--- config.mk ---
export PLATFORM = sky130hd
export DESIGN_NAME = lsu_ctrl
export DESIGN_NICKNAME = d
export VERILOG_FILES = /design/src/rtl/lsu_ctrl.sv
export SDC_FILE = /design/constraint.sdc
export NUM_CORES = 1
export LEC_CHECK = 0
export CORE_MARGIN = 4
export CORE_UTILIZATION = 48
export DETAILED_ROUTE_END_ITERATION = 8
export PLACE_DENSITY_LB_ADDON = 0.2
export SYNTH_ARGS = -nofsm -noshare
export SYNTH_HDL_FRONTEND = slang
export SYNTH_SLANG_ARGS = --single-unit
export TNS_END_PERCENT = 10
--- constraint.sdc ---
create_clock -name i_clk -period 3.42 [get_ports i_clk]
set_input_delay 0.513 -clock i_clk [delete_from_list [all_inputs] [get_ports i_clk]]
set_output_delay 0.513 -clock i_clk [all_outputs]
set_load 0.02 [all_outputs]
--- src/rtl/lsu_ctrl.sv ---
// lsu_ctrl: load/store sequencer. It accepts one access from execute, runs a
// single req/ack transaction on the data-memory bus, and returns the
// extended load data. Misaligned, illegal or timed-out accesses raise a fault pulse.
module lsu_ctrl #(
    parameter int TIMEOUT_CYC = 16
) (
    input  logic        i_clk,
    input  logic        i_rst,
    input  logic        i_MemRead,
    input  logic        i_MemWrite,
    input  logic [2:0]  i_Funct3,
    input  logic [31:0] i_Addr,
    input  logic [31:0] i_WData,
    output logic [31:0] o_RData,
    output logic        o_Stall,
    output logic        o_Done,
    output logic        o_Fault,
    output logic        o_bus_req,
    output logic        o_bus_we,
    output logic [31:0] o_bus_addr,
    output logic [3:0]  o_bus_be,
    output logic [31:0] o_bus_wdata,
    input  logic        i_bus_ack,
    input  logic [31:0] i_bus_rdata
);
    // Counter only needs to reach TIMEOUT_CYC-1: the last waiting cycle is
    // detected by compare, not by overflow.
    localparam int CW = (TIMEOUT_CYC > 1) ? $clog2(TIMEOUT_CYC) : 1;

    typedef enum logic [1:0] {IDLE, REQ, DONE} state_t;

    typedef struct packed {
        logic        we;
        logic [31:0] addr;
        logic [3:0]  be;
        logic [31:0] wdata;
        logic [2:0]  funct3;
        logic [1:0]  off;
    } acc_t;

    state_t        state, state_nxt;
    acc_t          acc_q, acc_nxt;
    logic [CW-1:0] wait_cnt;
    logic          fault_q;
    logic          req_any, bad_f3, misaligned, legal;
    logic          accept, timeout;
    logic [7:0]    byte_w;
    logic [15:0]   half_w;
    logic [31:0]   ext;

    // Decode the presented access: legality plus bus image to latch on accept
    always_comb begin
        req_any    = i_MemRead | i_MemWrite;
        // Stores win when both strobes are high, so legality follows MemWrite
        if (i_MemWrite)
            bad_f3 = i_Funct3[2] | (i_Funct3[1:0] == 2'b11);
        else
            bad_f3 = (i_Funct3 == 3'b011) | (i_Funct3[2:1] == 2'b11);
        misaligned = ((i_Funct3[1:0] == 2'b01) & i_Addr[0]) |
                     ((i_Funct3[1:0] == 2'b10) & (i_Addr[1:0] != 2'b00));
        legal      = ~bad_f3 & ~misaligned;

        acc_nxt.we     = i_MemWrite;
        acc_nxt.addr   = {i_Addr[31:2], 2'b00};
        acc_nxt.funct3 = i_Funct3;
        acc_nxt.off    = i_Addr[1:0];
        acc_nxt.be     = 4'b1111;
        acc_nxt.wdata  = i_WData;
        case (i_Funct3[1:0])
            2'b00: begin
                acc_nxt.be    = 4'b0001 << i_Addr[1:0];
                acc_nxt.wdata = {4{i_WData[7:0]}};
            end
            2'b01: begin
                acc_nxt.be    = i_Addr[1] ? 4'b1100 : 4'b0011;
                acc_nxt.wdata = {2{i_WData[15:0]}};
            end
            default: begin
                acc_nxt.be    = 4'b1111;
                acc_nxt.wdata = i_WData;
            end
        endcase
        // Loads always fetch the whole word; lane selection happens on return
        if (!i_MemWrite)
            acc_nxt.be = 4'b1111;
    end

    // Pick the addressed lane out of the returned word and extend it
    always_comb begin
        byte_w = i_bus_rdata[{acc_q.off, 3'b000} +: 8];
        half_w = acc_q.off[1] ? i_bus_rdata[31:16] : i_bus_rdata[15:0];
        case (acc_q.funct3)
            3'b000:  ext = {{24{byte_w[7]}}, byte_w};
            3'b001:  ext = {{16{half_w[15]}}, half_w};
            3'b100:  ext = {24'd0, byte_w};
            3'b101:  ext = {16'd0, half_w};
            default: ext = i_bus_rdata;
        endcase
    end

    // State register
    always_ff @(posedge i_clk) begin
        if (i_rst)
            state <= IDLE;
        else
            state <= state_nxt;
    end

    // Next state and handshake outputs; DONE ignores the still-presented access
    always_comb begin
        state_nxt = state;
        o_Stall   = 1'b0;
        o_bus_req = 1'b0;
        o_Done    = 1'b0;
        accept    = 1'b0;
        timeout   = 1'b0;
        case (state)
            IDLE: begin
                if (req_any && legal) begin
                    accept    = 1'b1;
                    o_Stall   = 1'b1;
                    state_nxt = REQ;
                end
            end
            REQ: begin
                o_bus_req = 1'b1;
                o_Stall   = 1'b1;
                // A late ack still beats the timeout on the same cycle
                if (i_bus_ack) begin
                    state_nxt = DONE;
                end else if (wait_cnt == CW'(TIMEOUT_CYC - 1)) begin
                    timeout   = 1'b1;
                    state_nxt = IDLE;
                end
            end
            DONE: begin
                o_Done    = 1'b1;
                state_nxt = IDLE;
            end
            default: state_nxt = IDLE;
        endcase
        if (i_rst)
            o_Stall = 1'b0;
    end

    // Latched access, wait counter, load result and fault pulse
    always_ff @(posedge i_clk) begin
        if (i_rst) begin
            acc_q    <= '0;
            wait_cnt <= '0;
            fault_q  <= 1'b0;
            o_RData  <= '0;
        end else begin
            fault_q <= ((state == IDLE) && req_any && !legal) || timeout;
            if (accept) begin
                acc_q    <= acc_nxt;
                wait_cnt <= '0;
            end else if ((state == REQ) && !i_bus_ack && !timeout) begin
                wait_cnt <= wait_cnt + CW'(1);
            end
            if ((state == REQ) && i_bus_ack && !acc_q.we)
                o_RData <= ext;
        end
    end

    assign o_Fault     = fault_q;
    assign o_bus_we    = acc_q.we;
    assign o_bus_addr  = acc_q.addr;
    assign o_bus_be    = acc_q.be;
    assign o_bus_wdata = acc_q.wdata;
endmodule

# [Word-level counts from Yosys, hierarchy flattened]
# Index checks and enable logic that the tools add are counted.
# Widths: inputs -> output; s select.
[totals] ff_bits=111 inputBits=104
[classes] add_sub_neg=1 n_eq_ne=13 shifts=2 n_mux=19 bitwise=9 reduce_logical=18
[op_table] operator="$pmux 32 s4" n=1
[op_table] operator="$pmux 36 s2" n=1
[op_table] operator="$shiftx 32x6->8" n=1
[op_table] operator="$mux 16" n=1
[op_table] operator="$mux 1" n=9
[op_table] operator="$eq 2x2->1 const B" n=4
[op_table] operator="$mux 4" n=2
[op_table] operator="$logic_and 1x1->1" n=7
[op_table] operator="$eq 3x3->1 const B" n=2
[op_table] operator="$mux 2" n=3
[op_table] operator="$add 4x1->4 const B" n=1
[op_table] operator="$eq 2x1->1 const B" n=2
[op_table] operator="$eq 4x4->1 const B" n=1
[op_table] operator="$logic_not 1->1" n=4
[op_table] operator="$logic_not 2->1" n=2
[op_table] operator="$or 1x1->1" n=4
[op_table] operator="$pmux 2 s2" n=1
[op_table] operator="$shl 1x2->4 const A" n=1
[op_table] operator="$and 1x1->1" n=3
[op_table] operator="$eq 3x1->1 const B" n=1
[op_table] operator="$eq 3x2->1 const B" n=1
[op_table] operator="$logic_not 3->1" n=1
[op_table] operator="$ne 3x3->1 const B" n=1
[op_table] operator="$ne 2x2->1 const B" n=1
[op_table] operator="other kinds (6)" n=7

# [Depth between registers and ports, before layout]
[logic_depth] ltp_word=9 mapped_depth=7 mapped_depth_nobuf=5

# [Least setup slack after synthesis]
# Ideal clock, no wire load.
[synth_timing] path_type="input -> output" from="in i_Funct3[1]" to="out o_Stall" t_arrival_ns=1.911 slack_ns=0.996 path_stages=6 path_buffers=2 path_cell_list="buf_2 -> a221oi_2 -> o221a_2 -> buf_2 -> nor2_1 -> nor3_1"
[synth_between] elab_chain_cells=9 word_cells_on_any_way=18
[synth_lines] element="start: declaration" line="11" text="input logic [2:0] i_Funct3,"
[synth_lines] element="$eq 3x2->1, or another cell as far along" line="58" text="bad_f3 = (i_Funct3 == 3'b011) | (i_Funct3[2:1] == 2'b11);"
[synth_lines] element="$or 1x1->1, or another cell as far along" line="58"
[synth_lines] element="$mux 1 or $or 1x1->1 (tied branches)" line="55, 59"
[synth_lines] element="$not 1->1" line="61" text="legal = ~bad_f3 & ~misaligned;"
[synth_lines] element="$and 1x1->1 *" line="61"
[synth_lines] element="$logic_and 1x1->1 *" line="119" text="if (req_any && legal) begin"
[synth_lines] element="$mux 1 *" line="119"
[synth_lines] element="$pmux 1 s2 *" line="117" text="case (state)"
[synth_lines] element="$mux 1 *" line="142" text="if (i_rst)"
[synth_lines] element="end: declaration" line="15" text="output logic o_Stall,"
# Every way passes the cells marked *; elsewhere a longest branch is shown, timed or not.

# [Worst setup path after layout]
[layout_timing] from="in i_Addr[0]" to="out o_Stall"
[layout_between] elab_chain_cells=9 word_cells_on_any_way=10
[layout_lines] element="start: declaration" line="12" text="input logic [31:0] i_Addr,"
[layout_lines] element="$reduce_bool 2->1" line="60" text="((i_Funct3[1:0] == 2'b10) & (i_Addr[1:0] != 2'b00));"
[layout_lines] element="$and 1x1->1" line="60"
[layout_lines] element="$or 1x1->1 *" line="59" text="misaligned = ((i_Funct3[1:0] == 2'b01) & i_Addr[0]) |"
[layout_lines] element="$not 1->1 *" line="61"
[layout_lines] element="$and 1x1->1 *" line="61"
[layout_lines] element="$logic_and 1x1->1 *" line="119"
[layout_lines] element="$mux 1 *" line="119"
[layout_lines] element="$pmux 1 s2 *" line="117"
[layout_lines] element="$mux 1 *" line="142"
# Marks and branches as above.

==> flow_summary_export.csv <==
group,metric,value,unit
synth,synth_area_leader_cell,"dfxtp_1",
layout,fin_cells,930,
layout,multi_input_area,2500,µm²
timing,slew_headroom,24.4,%
timing,grt_setup_unrepaired,"false",
timing,fin_setup_tns,0,ps
floorplan,die_height,115,µm
routing,dr.pass1.iters,5,
timing,setup_viol,0,
routing,wl_per_cell,16.8,µm
layout,nets,890,
grt,overflow,0,
timing,fin_crit,2960,ps
routing,drc,0,
grt,grt_pass1_wl,24900,µm
setup_path,worst_path_max_delay_cell,"clkdlybuf4s50_1",
floorplan,die_width,115,µm
synth,synth.distinct_cells,43,
floorplan,pin_count,209,
clock_network,cts_made_buffers,9,
clock_network,ctsResizeCount,0,
synth,synth-seq-area-share,40.5,%
setup_path,crit_start,"i_Addr[0]",
grt,grt_use_total,23.2,%
routing,wl,15600,µm
synth,syn_inst,676,
floorplan,dieArea,13200,µm²
timing,hold_violations,0,
synth,synth_most_common_cell,"nand2_1",
setup_path,cp_common_cell,"clkdlybuf4s50_1",
routing,vias,5068,
layout,fin_util,66.9,%
routing,drtIter0Drc,412,
place,placedCellCount,914,
power,power_leakage,2.60,nW
layout,fillers,933,
synth,ys_ff_latch,111,
layout,ff_latch_area,2220,µm²
clock_network,clk_pin_slew_worst_paths,70,ps
clock_network,cts_buffer_depth,2,
synth,yosys_warnings,0,
setup_path,cp_max_fo,6,
clock_network,clockRootBuffer,"clkbuf_16",
routing,viasPerCell,5.45,
clock_network,clock_sinks,111,
timing,worst_pin_slew,1130,ps
synth,netlist.area_leader.share,40.5,%
routing,drtAntennaViolNets,0,
place,globalplace.congestion,0.840,
timing,finClkSkew,5.95,ps
flow_run,cap_violations,0,
synth,synth_area,5480,µm²
clock_network,cts_hold_buf,0,
floorplan,std_cell_rows,38,
clock_network,clk_latency,340,ps
setup_path,startpoint_type,"input pin",
floorplan,initial_core_util,49.9,%
timing,post-route-period-util,86.4,%
grt,first_global_vias,4988,
place,io_buffers,206,
layout,antenna_cells,0,
setup_path,end_kind,"output pin",
clock_network,cts_tree,"yes",
setup_path,critPathRequiredTime,2910,ps
grt,grt_max_degree,108,
synth,yosys-top-cells-area,"dfxtp_1, buf_4, nand2_1",
synth,ys.flop_type,"dfxtp_1",
grt,antenna_found_initial,0,
place,place_hpwl,11300,µm
floorplan,core,11000,µm²
synth,syn_area_per_cell,8.11,µm²
clock_network,postCtsSetupRepairBufs,0,
setup_path,crit_chain,"clkdlybuf4s50_1, a221oi_2, o221a_4, nor2_1, nor3_1, clkdlybuf4s50_1",
setup_path,critPathMaxStageDelay,640,ps
timing,slew_violations,0,
power,ir_drop,0.304,mV
synth,synth_edf_count,0,
power,power_density,434,nW/µm²
layout,drive_gt1_share,4.43,%
clock_network,cts_max_level,3,
synth,yosys-top-cells-count,"nand2_1, dfxtp_1, buf_4, a21oi_1, nor2_1",
layout,area_growth,34.1,%
setup_path,arrival,2440,ps
hold_path,min_from,"o_bus_addr[4]$_SDFFE_PP0P_",
synth,async_reset_ff_share,0,%
hold_path,hold_class,"register to register",
setup_path,path_class,"input pin to output pin",
timing,fmax,338,MHz
status,status,"completed",
setup_path,worstReg2RegStart,"state[1]$_SDFFE_PP0P_",
path summary, 6_finish.rpt:
check / end / slack, ps / depth (start not counted)
setup reg to reg: o_bus_wdata[12]$_SDFFE_PP0P_ / 1280 / 5
setup / recovery: o_Stall / 460 / 6
hold / removal: o_bus_addr[4]$_SDFFE_PP0P_ / 460 / 2
hold reg to reg: o_bus_addr[4]$_SDFFE_PP0P_ / 460 / 2
layer usage:
layer | up-vias | global-route usage (%) | routed length, µm | share of wire (%)
li1 | 2472 | - | - | -
met2 | 212 | 39.1 | 7530 | 48
met3 | 32 | 5.21 | 1280 | 8.2
met1 | 2352 | 29.2 | 6420 | 41
met5 | - | 0 | 0 | 0
met4 | 0 | 8.53 | 405 | 2.6
sequential cells by signal, summed over array words and instances, names as in the netlist:
signal,flops
o_bus_wdata,32
acc_q,5
o_bus_addr,30
o_bus_we,1
state,2
o_RData,32
o_bus_be,4
wait_cnt,4
o_Fault,1
logic make-up (layout without fill, tap and decap cells):
family                   Yosys count  after routing  synth area share (%)
flip-flops                       111            111                  40.5
buffers and inverters            124            237                  14.3
other                              1              2                0.0684
XOR/XNOR                           3              3                 0.480
AO/OA/AOI/OAI                    164            164                  18.9
AND/OR/NAND/NOR                  239            239                  19.2
adder cells (fa/ha/maj)            1              1                 0.228
multiplexers                      33             33                  6.28
cells in the final DEF (no fill, tap or decap), types with 3 or more instances in the layout:
cell / synthesis / routed
o22a_1: 7 / 7
nand2b_1: 4 / 4
inv_1: 3 / 3
xor2_1: 3 / 3
clkbuf_16: 0 / 9
a311oi_1: 12 / 12
nand2_1: 140 / 140
nor4bb_1: 7 / 7
a211oi_1: 39 / 39
nor3_1: 10 / 10
clkdlybuf4s50_1: 0 / 205
a21oi_1: 68 / 68
nor2_1: 54 / 54
nand3b_1: 8 / 8
nor2b_1: 6 / 6
buf_4: 71 / 13
o21ai_0: 28 / 28
nand3_1: 3 / 3
dfxtp_1: 111 / 111
mux2i_1: 31 / 31
through the flow:
step	power [W]	setup WS, ps	area [µm²]	hold WS (ps)
6_report	0.00319	464	7350	455
5_1_grt	0.00333	325	7350	482
4_1_cts	0.00321	452	7350	460
3_5_place_dp	0.00218	451	7060	449
3_3_place_gp	0.00216	459	7060	441
2_1_floorplan	0.00190	996	5480	437
final cells by class:
type | count | area share [%]
sequential | 111 | 30.2
multi-input combinational | 442 | 34.0
tap | 140 | 2.38
timing repair buffer | 218 | 29.3
clock buffer | 11 | 3.17
clock inverter | 5 | 0.800
inverter | 3 | 0.153
critical path, delay by kind of cell:
family	cells	cell delay, ps
buffers and inverters	2	1140
AOI/OAI and AO/OA	2	600
and+or+nand+nor	2	170
power breakdown:
part / internal (W) / switching, W
Clock: 0.000569 / 0.000464
Sequential: 0.00137 / 0.0000505
Combinational: 0.000354 / 0.000376
Power figures use the tool's default switching activity.
==> RTL edit, RTL diff (config.mk and constraints unchanged) <==
Encoding of `state_t`: now one-hot (3 bits for 3 states).
--- a/src/rtl/lsu_ctrl.sv
+++ b/src/rtl/lsu_ctrl.sv
@@ -27,7 +27,7 @@
     // detected by compare, not by overflow.
     localparam int CW = (TIMEOUT_CYC > 1) ? $clog2(TIMEOUT_CYC) : 1;
 
-    typedef enum logic [1:0] {IDLE, REQ, DONE} state_t;
+    typedef enum logic [2:0] {IDLE = 3'b001, REQ = 3'b010, DONE = 3'b100} state_t;
 
     typedef struct packed {
         logic        we;
Check against the original RTL: no difference found for any inputs over 4 cycles, from zero or initial values and one cycle with i_rst high; so few cycles prove little.
==> RTL edit against the original RTL <==
  * Total power is 1.8% lower
  * Routed wire length fell by 2.7%
  * Sequential cell count up 1
  * Final area is 1.4% higher
  * Worst setup slack worse by 0.056 ns
  * Non-clock buffer count grew 1
  * Worst hold slack got worse by 0.047 ns
  * Area after synthesis increased by 0.53%
  * Register-to-register slack is essentially flat
  * Critical path type unchanged
==> RTL edit: results (changes against the original RTL) <==
- Status: completed
- Worst Path Max Fanout: 5 (-1)
- Commonest cells in the netlist: 153 x nand2_1, 112 x dfxtp_1, 70 x buf_4
- Routability congestion estimate: 0.8597 (+2.3%)
- Post-layout min period: 3.013 ns (+0.05623 ns)
- Hold WC Path Type: in -> reg
- Global-route usage over all layers: 0.2238 (-0.008666)
- Via count: 4968 (-2.0%)
- WP data arrival: 2.50 ns (+0.06 ns)
- Synth top area cells: dfxtp_1 41%, nand2_1 10%, buf_4 9.5%
- Dpl hpwl: 11240 um (-0.51%)
- Hold depth: 3 (+1)
- Worst-Skew Late Latency: 0.34 ns (about the same)
- Post-synth ARST share: 0 (unchanged)
- Fillers: 944 (+1.2%)
- LEAKAGE: 0.002568 uW (-1.3%)
- Vias in the first global route: 4859 (-2.6%)
- Sequential-to-total area share from yosys stat: 0.4070 (+0.001516)
- Maximum VDD drop: 0.2385 mV (-22%)
- Drt wl/cell: 16.36 um (-2.7%)
- Library cells used by synthesis: 42 (-2.3%)
- Max Clock Skew: 0.005300 ns (-0.0006544 ns)
- Beginning of the worst hold path: i_rst
- First-pass GRT wire length: 24030 um (-3.4%)
- Initial DRT Pass Iterations: 4 (-1)
- Fin nets: 892 (+0.22%)
- Initial DRC count: 296 (-28%)
- CP Capture Point: o_Stall
- H-tree levels: 3 (unchanged)
- Yosys warnings: 0 (unchanged)
- Largest net degree at the start of global routing: 69 (-36%)
- Worst R2R End: o_RData[12]
- Worst-Margin Slew: 0.7479 ns (-0.3857 ns)
- Hold Path End: state[0]
- Pre-CTS setup slack: 0.4208 ns (-0.03035 ns)
- Reg2reg path depth: 4 (-1)
## RTL edit: changes by cell type in the layout (fill, tap and decap cells not counted), sizes merged, moves of 5 or more
cell,before,now
mux2i,31,22
nor3b,1,10
o22a,7,0
nand2,140,153
a211oi,39,29
nand3b,8,1
a2111oi,0,7
o21ai,29,16
a2bb2oi,1,7
nor2b,6,1
mux2,1,14
## RTL edit: cell families (layout without fill, tap and decap cells)
kind of cell	after synthesis	in the layout	share of synthesized area
multiplexers	36	36	0.06859
AO/OA/AOI/OAI	144	144	0.1776
flip-flops	112	112	0.4070
AND/OR/NAND/NOR	255	255	0.2028
adder cells (fa/ha/maj)	1	1	0.002271
other	1	2	0.0006807
buffers and inverters	122	237	0.1363
XOR/XNOR	3	3	0.004770
## RTL edit: per-layer routing
layer	track usage	share of wire	up-vias
met5	0	0	-
met4	0.07277	0.017	0
met3	0.07474	0.10	24
met2	0.3804	0.49	183
met1	0.2666	0.39	2305
li1	-	-	2456
## RTL edit: stage by stage
step                      cell area, um2  total power, uW  hold WS (ns)    util  instances
after global routing                7448             3261        0.4098  0.6753        930
after CTS                           7448             3156        0.3995  0.6753        930
after global placement              7147             2059        0.4415  0.6479        916
final                               7448             3130        0.4085  0.6753        930
after floorplan                     5513             1824        0.4367       -        675
after detailed placement            7147             2071        0.4483  0.6479        916
## RTL edit: where the power goes
group	internal (uW)	leakage, uW	switching [uW]
clock	637	0.000146	453
combinational	312	0.00151	318
sequential	1370	0.000912	42.2
total	2320	0.00257	813
## RTL edit: cell type report
class	count	area, um2	area share
clock inverters	3	68.82	0.009239
multi-input cells	441	2545	0.3417
clock buffers	11	232.7	0.03124
well taps	140	175.2	0.02352
repair buffers	219	2170	0.2913
flip-flops and latches	112	2242	0.3010
inverters	4	15.01	0.002016
